## src/rtl/wordle_guess_evaluator_if.sv

```systemverilog
`default_nettype none
// ---------------------------------------------------------------------------
// wordle_guess_evaluator_if : request/result bus between the game FSM, the
// guess evaluator and the board tile store.                    rev 1.0
// ---------------------------------------------------------------------------
interface wordle_guess_evaluator_if #(
   parameter int LETTER_W    = 8,
   parameter int NUM_LETTERS = 5
);
   logic                            start;
   logic [LETTER_W*NUM_LETTERS-1:0] guess;
   logic [LETTER_W*NUM_LETTERS-1:0] secret;
   logic [2:0]                      row;
   logic                            busy;
   logic                            done;
   logic                            win;
   logic                            err;
   logic [2*NUM_LETTERS-1:0]        result;
   logic                            tile_we;
   logic [4:0]                      tile_addr;
   logic [1:0]                      tile_data;

   modport master (
      output start, guess, secret, row,
      input  busy, done, win, err, result, tile_we, tile_addr, tile_data
   );

   modport slave (
      input  start, guess, secret, row,
      output busy, done, win, err, result, tile_we, tile_addr, tile_data
   );
endinterface
`default_nettype wire

```

## src/rtl/wordle_guess_evaluator.sv

```systemverilog
`default_nettype none
// ---------------------------------------------------------------------------
// wordle_guess_evaluator : scores a 5-letter guess (green/yellow/gray with
// duplicate handling) and writes the colours into the board tile store. rev 1.0
// ---------------------------------------------------------------------------
module wordle_guess_evaluator #(
   parameter int LETTER_W    = 8,
   parameter int NUM_LETTERS = 5,
   parameter int NUM_ROWS    = 6
) (
   input  wire logic               Clk,
   input  wire logic               reset_n,
   wordle_guess_evaluator_if.slave bus
);

   typedef enum logic [2:0] {
      S_IDLE   = 3'd0,
      S_GREEN  = 3'd1,
      S_YELLOW = 3'd2,
      S_WRITE  = 3'd3,
      S_DONE   = 3'd4
   } state_t;

   localparam logic [1:0] C_GRAY   = 2'b01;
   localparam logic [1:0] C_YELLOW = 2'b10;
   localparam logic [1:0] C_GREEN  = 2'b11;
   localparam logic [2:0] LAST_COL = 3'(NUM_LETTERS - 1);
   localparam logic [2:0] LAST_ROW = 3'(NUM_ROWS - 1);

   state_t                                    state_q, state_d;
   logic [2:0]                                col_q, col_d;
   logic [2:0]                                j_q, j_d;
   logic [2:0]                                row_q, row_d;
   logic [0:NUM_LETTERS-1][LETTER_W-1:0]      guess_q, guess_d;
   logic [0:NUM_LETTERS-1][LETTER_W-1:0]      secret_q, secret_d;
   logic [0:NUM_LETTERS-1][1:0]               colour_q, colour_d;
   logic [NUM_LETTERS-1:0]                    used_q, used_d;
   logic                                      win_q, win_d;
   logic                                      err_q, err_d;

   always_ff @(posedge Clk or negedge reset_n) begin
      if (!reset_n) begin
         state_q  <= S_IDLE;
         col_q    <= '0;
         j_q      <= '0;
         row_q    <= '0;
         guess_q  <= '0;
         secret_q <= '0;
         colour_q <= '0;
         used_q   <= '0;
         win_q    <= 1'b0;
         err_q    <= 1'b0;
      end else begin
         state_q  <= state_d;
         col_q    <= col_d;
         j_q      <= j_d;
         row_q    <= row_d;
         guess_q  <= guess_d;
         secret_q <= secret_d;
         colour_q <= colour_d;
         used_q   <= used_d;
         win_q    <= win_d;
         err_q    <= err_d;
      end
   end

   always_comb begin
      state_d  = state_q;
      col_d    = col_q;
      j_d      = j_q;
      row_d    = row_q;
      guess_d  = guess_q;
      secret_d = secret_q;
      colour_d = colour_q;
      used_d   = used_q;
      win_d    = win_q;
      err_d    = 1'b0;

      case (state_q)
         S_IDLE: begin
            if (bus.start) begin
               if (bus.row > LAST_ROW) begin
                  err_d = 1'b1;
               end else begin
                  guess_d  = bus.guess;
                  secret_d = bus.secret;
                  row_d    = bus.row;
                  colour_d = {NUM_LETTERS{C_GRAY}};
                  used_d   = '0;
                  win_d    = 1'b0;
                  col_d    = '0;
                  j_d      = '0;
                  state_d  = S_GREEN;
               end
            end
         end

         S_GREEN: begin
            if (guess_q[col_q] == secret_q[col_q]) begin
               colour_d[col_q] = C_GREEN;
               used_d[col_q]   = 1'b1;
            end
            if (col_q == LAST_COL) begin
               col_d   = '0;
               state_d = S_YELLOW;
            end else begin
               col_d = col_q + 3'd1;
            end
         end

         S_YELLOW: begin
            // A letter still gray has neither a green nor a yellow match yet,
            // so the gray test doubles as the "first match only" guard.
            if (colour_q[col_q] == C_GRAY && !used_q[j_q] &&
                guess_q[col_q] == secret_q[j_q]) begin
               colour_d[col_q] = C_YELLOW;
               used_d[j_q]     = 1'b1;
            end
            if (j_q == LAST_COL) begin
               j_d = '0;
               if (col_q == LAST_COL) begin
                  col_d   = '0;
                  state_d = S_WRITE;
               end else begin
                  col_d = col_q + 3'd1;
               end
            end else begin
               j_d = j_q + 3'd1;
            end
         end

         S_WRITE: begin
            if (col_q == LAST_COL) begin
               col_d   = '0;
               win_d   = (colour_q == {NUM_LETTERS{C_GREEN}});
               state_d = S_DONE;
            end else begin
               col_d = col_q + 3'd1;
            end
         end

         S_DONE: begin
            state_d = S_IDLE;
         end

         default: begin
            state_d = S_IDLE;
         end
      endcase
   end

   assign bus.busy      = (state_q != S_IDLE);
   assign bus.done      = (state_q == S_DONE);
   assign bus.win       = win_q;
   assign bus.err       = err_q;
   assign bus.result    = colour_q;
   assign bus.tile_we   = (state_q == S_WRITE);
   assign bus.tile_addr = bus.tile_we ?
                          ({2'b00, row_q} * 5'd5 + {2'b00, col_q}) : 5'd0;
   assign bus.tile_data = bus.tile_we ? colour_q[col_q] : 2'b00;

endmodule
`default_nettype wire
```

## src/flat_wrapper.sv

```systemverilog
// flat-port wrapper written by rule: the top's interface ports become plain ports
module wordle_guess_evaluator_flat 
#(
   parameter int LETTER_W    = 8,
   parameter int NUM_LETTERS = 5,
   parameter int NUM_ROWS    = 6
)
  (Clk, reset_n, bus_start, bus_guess, bus_secret, bus_row, bus_busy, bus_done, bus_win, bus_err, bus_result, bus_tile_we, bus_tile_addr, bus_tile_data);
  wordle_guess_evaluator_if #(.LETTER_W(LETTER_W), .NUM_LETTERS(NUM_LETTERS)) bus_i ();
  input  wire logic Clk;
  input  wire logic reset_n;
  input wire logic [$bits(bus_i.start)-1:0] bus_start;
  input wire logic [$bits(bus_i.guess)-1:0] bus_guess;
  input wire logic [$bits(bus_i.secret)-1:0] bus_secret;
  input wire logic [$bits(bus_i.row)-1:0] bus_row;
  output wire logic [$bits(bus_i.busy)-1:0] bus_busy;
  output wire logic [$bits(bus_i.done)-1:0] bus_done;
  output wire logic [$bits(bus_i.win)-1:0] bus_win;
  output wire logic [$bits(bus_i.err)-1:0] bus_err;
  output wire logic [$bits(bus_i.result)-1:0] bus_result;
  output wire logic [$bits(bus_i.tile_we)-1:0] bus_tile_we;
  output wire logic [$bits(bus_i.tile_addr)-1:0] bus_tile_addr;
  output wire logic [$bits(bus_i.tile_data)-1:0] bus_tile_data;
  assign bus_i.start = bus_start;
  assign bus_i.guess = bus_guess;
  assign bus_i.secret = bus_secret;
  assign bus_i.row = bus_row;
  assign bus_busy = bus_i.busy;
  assign bus_done = bus_i.done;
  assign bus_win = bus_i.win;
  assign bus_err = bus_i.err;
  assign bus_result = bus_i.result;
  assign bus_tile_we = bus_i.tile_we;
  assign bus_tile_addr = bus_i.tile_addr;
  assign bus_tile_data = bus_i.tile_data;
  wordle_guess_evaluator #(.LETTER_W(LETTER_W), .NUM_LETTERS(NUM_LETTERS), .NUM_ROWS(NUM_ROWS)) u_core (.Clk(Clk), .reset_n(reset_n), .bus(bus_i));
endmodule
```

## config.mk

```make
export PLATFORM = sky130hd
export DESIGN_NAME = wordle_guess_evaluator_flat
export DESIGN_NICKNAME = d
export VERILOG_FILES = /design/src/rtl/wordle_guess_evaluator_if.sv /design/src/rtl/wordle_guess_evaluator.sv /design/src/flat_wrapper.sv
export SDC_FILE = /design/constraint.sdc
export NUM_CORES = 1
export LEC_CHECK = 0
export ABC_AREA = 1
export BUFFER_PORTS_ARGS = -buffer_cell sky130_fd_sc_hd__buf_2
export CAP_MARGIN = 5
export CORE_AREA = 5 5 153 155
export CTS_CLUSTER_SIZE = 12
export DETAILED_ROUTE_END_ITERATION = 10
export DIE_AREA = 0 0 158 160
export SYNTH_ARGS = -nofsm -noshare
export SYNTH_HDL_FRONTEND = slang
export SYNTH_SLANG_ARGS = --single-unit
```

## constraint.sdc

```tcl
create_clock -name Clk -period 2.2 [get_ports Clk]
set_input_delay 0.44 -clock Clk [delete_from_list [all_inputs] [get_ports Clk]]
set_output_delay 0.44 -clock Clk [all_outputs]
set_load 0.02 [all_outputs]
```

Word level (Yosys, flattened, before mapping)

Index checks and enable logic that the tools add are counted.

$mul: 1
Multiplexer cells: 53
Equal/unequal tests: 18
Magnitude comparators: 8
Bitwise operators: 9
Reductions and logical operators: 19
Add/subtract/negate cells: 3

Operators with widths:

| cell                   | number |
|---|---|
| $bmux W8 S3            | 3 |
| $mux W8                | 6 |
| $mux W10               | 4 |
| $mux W3                | 11 |
| $pmux W10 S3           | 1 |
| $mux W5                | 5 |
| $eq A8 B8 Y1           | 2 |
| $or A5 B5 Y5           | 3 |
| $pmux W5 S3            | 1 |
| $pmux W3 S4            | 1 |
| $eq A10 B10 Y1 const B | 1 |
| $ne A2 B1 Y1 const B   | 5 |
| $or A10 B10 Y10        | 1 |
| $eq A3 B3 Y1 const B   | 3 |
| $mux W1                | 9 |
| $pmux W3 S3            | 1 |
| $reduce_bool A3 Y1     | 3 |
| $ge A4 B4 Y1 const B   | 2 |
| $lt A3 B4 Y1 const B   | 2 |
| $mux W2                | 4 |
| $not A3 Y4             | 2 |
| $reduce_and A4 Y1      | 2 |
| $add A3 B1 Y3 const B  | 2 |
| $bmux W2 S3            | 1 |
| 25 further kinds       | 36 |

Output and inout port bits: 22
Bits in registers: 109
Logic and storage cells: 133
Input bits: 86

Longest topological paths before layout

Depth after elaboration: 9
Gate-level depth with buffers: 19
Mapped depth without buffers: 17

Worst setup path after synthesis

No wires, ideal clock.

Kind: reg2out
Start point: register u_core.row_q[0]
End point: output port bus_tile_addr[4]
Path slack: -0.154 ns
Data required time: 1.760 ns
Buffers on the path: 0
Arrival: 1.914 ns
Stages on the path, launching flop included: 9
Cell sequence: dfrtp_1 ha_1 ha_1 ha_1 nand2_1 nor2_1 a211oi_1 xor2_1 nor2_1

Cells in the longest elaborated chain, start to end: 3

RTL lines:

| item                   | line                          | text |
|---|---|---|
| from (decl)            | wordle_guess_evaluator.sv:33  | `logic [2:0] row_q, row_d;` |
| from (signal assigned) | wordle_guess_evaluator.sv:57  | `row_q <= row_d;` |
| $mul A3 B3 Y5          | wordle_guess_evaluator.sv:159 | `({2'b00, row_q} * 5'd5 + {2'b00, col_q}) : 5'd0;` |
| $add A5 B3 Y5          | wordle_guess_evaluator.sv:159 |  |
| $mux W5                | wordle_guess_evaluator.sv:158 | `assign bus.tile_addr = bus.tile_we ?` |
| to (decl)              | flat_wrapper.sv:22            | `output wire logic [$bits(bus_i.tile_addr)-1:0] bus_tile_addr;` |

No other way between the ends.

Final worst setup path

Start point: register u_core.row_q[2]
End point: output port bus_tile_addr[4]

The elaborated chain is that of the path after synthesis.

==> impl_metrics.csv <==
group,metric,value,unit
cells_and_area,fillCellCount,2286,
floorplan,core_area,0.02169,mm2
cells_and_area,area_delta_synth_final,35.01,%
worst_setup_path,endpoint_kind,"primary output",
cells_and_area,multiInputGateArea,0.003431,mm2
sta,setup_violations,20,
placement,hpwlAfterDp,16.92,mm
worst_setup_path,r2r_end,"u_core.used_q[0]",
yosys,netlist_top_cells_area,"dfrtp_1 42%, nand2_1 21%, o21ai_0 6.8%, inv_1 6.4%, nor2_1 4.3%",
placement,port_buffers,107,
detailed_routing,num_vias,6581,
yosys,yosys_warnings,0,
yosys,synthesis.nets,1039,
sta,final.setup.tns,-4344,ps
sta,grt_setup_unrepaired,"true",
global_route,grtUsageTotal,17.57,%
worst_hold_path,min-delay-start,"bus_secret[12]",
worst_hold_path,min_path_cells,3,
detailed_routing,ant_nets,0,
global_route,use_met3,2.517,%
sta,fmax,0.3859,GHz
placement,gp_congestion,0.9228,
detailed_routing,dr.pass1.iters,5,
global_route,grt_overflow,0,
sta,worstMarginPinSlew,481.2,ps
global_route,grt_first_pass_wirelength,35.08,mm
sta,report.final.slew_viol_count,0,
detailed_routing,viasPerCell,4.718,
global_route,use_met1,24.77,%
global_route,grt_busiest_layer,"met2",
clocking,cts_tree,"built",
yosys,synth_top_area_share,42.10,%
global_route,antenna_found_initial,0,
yosys,yosys.area.top_type,"dfrtp_1",
yosys,synth_cell_types,35,
worst_hold_path,worst_hold_path.endpoint,"u_core.secret_q[12]",
outcome,violations,"negative setup slack",
yosys,ys_seq_elements,109,
clocking,cts_root_buf,"clkbuf_16",
clocking,clockBufferDepth,2,
floorplan,fp.dieW,158,um
floorplan,rows,54,
clocking,clk_latency,370,ps
pwr,power_density,1675,mW/mm2
worst_setup_path,reg2reg_from,"u_core.col_q[0]",
clocking,htree_levels,3,
floorplan,die_h,160,um
job,maxCapViolations,0,
cells_and_area,seq_area,0.002729,mm2
worst_setup_path,required,1760,ps
pwr,max-vdd-ir-drop,0.5210,mV
cells_and_area,post-route-util,40.33,%
cells_and_area,layout.nets,1209,
worst_setup_path,crit_type,"reg2out",
outcome,status,"finished, violations left",
global_route,use_met2,27.83,%
worst_hold_path,hp-class,"in2reg",
yosys,syn-cell-area,0.006479,mm2
worst_setup_path,critPathArrivalTime,2150,ps
detailed_routing,remaining_drc_errors,0,
global_route,grt_pass1_vias,6660,
cells_and_area,drive_gt1_share,27.53,%
yosys,ys_seq_area_share,42.10,%
pwr,p_leak,4.570,nW
cells_and_area,layout_common_cells,"334 x nand2_1, 108 x dfrtp_1, 107 x inv_1",
yosys,syn_inst,940,
global_route,grt_max_degree,45,
worst_setup_path,reg2reg_slack,-210,ps
detailed_routing,drt_iter0_markers,504,
worst_setup_path,critical_path.max_fanout,2,
clocking,clkSinkCount,109,
worst_setup_path,worst_setup_path_start_kind,"flop",
floorplan,dieArea,0.02528,mm2
sta,finClkSkew,10.33,ps
detailed_routing,wire_per_inst,15.69,um
clocking,cts_made_buffers,9,
cells_and_area,final_cell_area,0.008747,mm2
sta,setup_slack,-391.3,ps
placement,place_area,0.007938,mm2
yosys,synth_area_per_cell,6.892,um2
sta,slew_headroom,67.58,%
floorplan,initial_utilization,29.87,%
pwr,finalPower,14.65,mW
detailed_routing,drt_wl_total,21.89,mm
cells_and_area,final_common_cell,"nand2_1",
sta,period_minus_slack,2591,ps
sta,post-route-period-util,117.8,%
sta,hold_viol,0,
floorplan,ios,108,
clocking,clk_pin_slew,80,ps
cells_and_area,diodes,0,
worst_setup_path,r2r_cells,16,
-- synthesized netlist by cell type, drive strengths merged --
library cell / instances
a22oi: 2
a2bb2oi: 1
nor2: 79
o31ai: 2
nor3: 6
inv: 115
nand4: 41
fa: 1
clkbuf: 18
a211oi: 1
buf: 23
xor2: 4
a21oi: 5
o211ai: 2
o22ai: 2
dfrtp: 109
clkinv: 4
nand3: 52
ha: 12
o21ai: 99
nand2: 362
-- registers in the layout, indices dropped and copies added (netlist names) --
| signal | flops |
|---|---|
| u_core.state_q | 3 |
| u_core.bus.win | 1 |
| u_core.col_q | 3 |
| u_core.guess_q | 40 |
| u_core.row_q | 3 |
| u_core.j_q | 3 |
| u_core.secret_q | 40 |
| u_core.bus.err | 1 |
| u_core.used_q | 5 |
| u_core.bus.result | 10 |
-- through the flow --
stage          std cells  hold WS [ps]  worst slack (ps)
2_1_floorplan        940         144.4            -45.61
6_report            1395         272.0            -391.3
3_3_place_gp        1370         379.3            -167.9
5_1_grt             1395         269.1            -502.2
3_5_place_dp        1370         377.9            -171.6
4_1_cts             1392         260.7            -439.6
-- routing by layer --
layer  up-vias  share of wire, %  wire length (um)
li1       3311                 -                 -
met1      3044                47             10230
met2       188                47             10250
met3        38               4.4               957
met4         0               2.1               457
met5         -                 0                 0
-- timing repair --
action	in CTS	in global routing
gates cloned	2	0
setup endpoints to repair	22	21
resized for setup	43	58
setup buffers	3	4
pin swaps	10	43
hold buffers	1	0
hold endpoints to repair	23	0
-- cell type report --
type                    count  share of cell area, %
multi-input cells         672                  39.22
flip-flops and latches    109                  31.20
repair buffers            199                  16.71
inverters                 119                  5.264
well taps                 280                  4.005
clock buffers               9                  2.575
clock inverters             7                  1.030
-- worst max-delay path by stage --
stage                    startpoint  depth (start not counted)  slack, ps                to
floorplan           u_core.row_q[0]                          8        -50  bus_tile_addr[4]
global placement    u_core.col_q[2]                         13       -170  u_core.used_q[0]
detailed placement  u_core.row_q[0]                          9       -170  bus_tile_addr[4]
CTS                 u_core.row_q[2]                          9       -440  bus_tile_addr[4]
global route        u_core.row_q[2]                          9       -500  bus_tile_addr[4]
finish              u_core.row_q[2]                          9       -390  bus_tile_addr[4]
-- report_power, final --
part	internal (mW)	switching, mW	leakage, nW
combinational	3.63	5.58	3.06
sequential	2.97	0.725	1.36
clock	0.917	0.837	0.156
-- cells by family (layout without fill, tap and decap cells) --
kind of cell	Yosys count	after routing	share of synthesized area [%]
AO/OA/AOI/OAI	114	114	9.463
XOR/XNOR	4	4	0.5407
adder cells (fa/ha/maj)	13	13	2.626
buffers and inverters	160	334	10.39
flip-flops	109	109	42.10
AND/OR/NAND/NOR	540	541	34.88
-- critical path, cell delays in order (launching register included) --
cell      delay (ps)
dfrtp_1          420
ha_4             260
ha_4             250
ha_4             260
nand2_2           40
nor2_2           110
a211oi_2          50
xor2_1           170
nor2_2           100
buf_6            120
No activity file was read; power rests on OpenSTA's default activity.
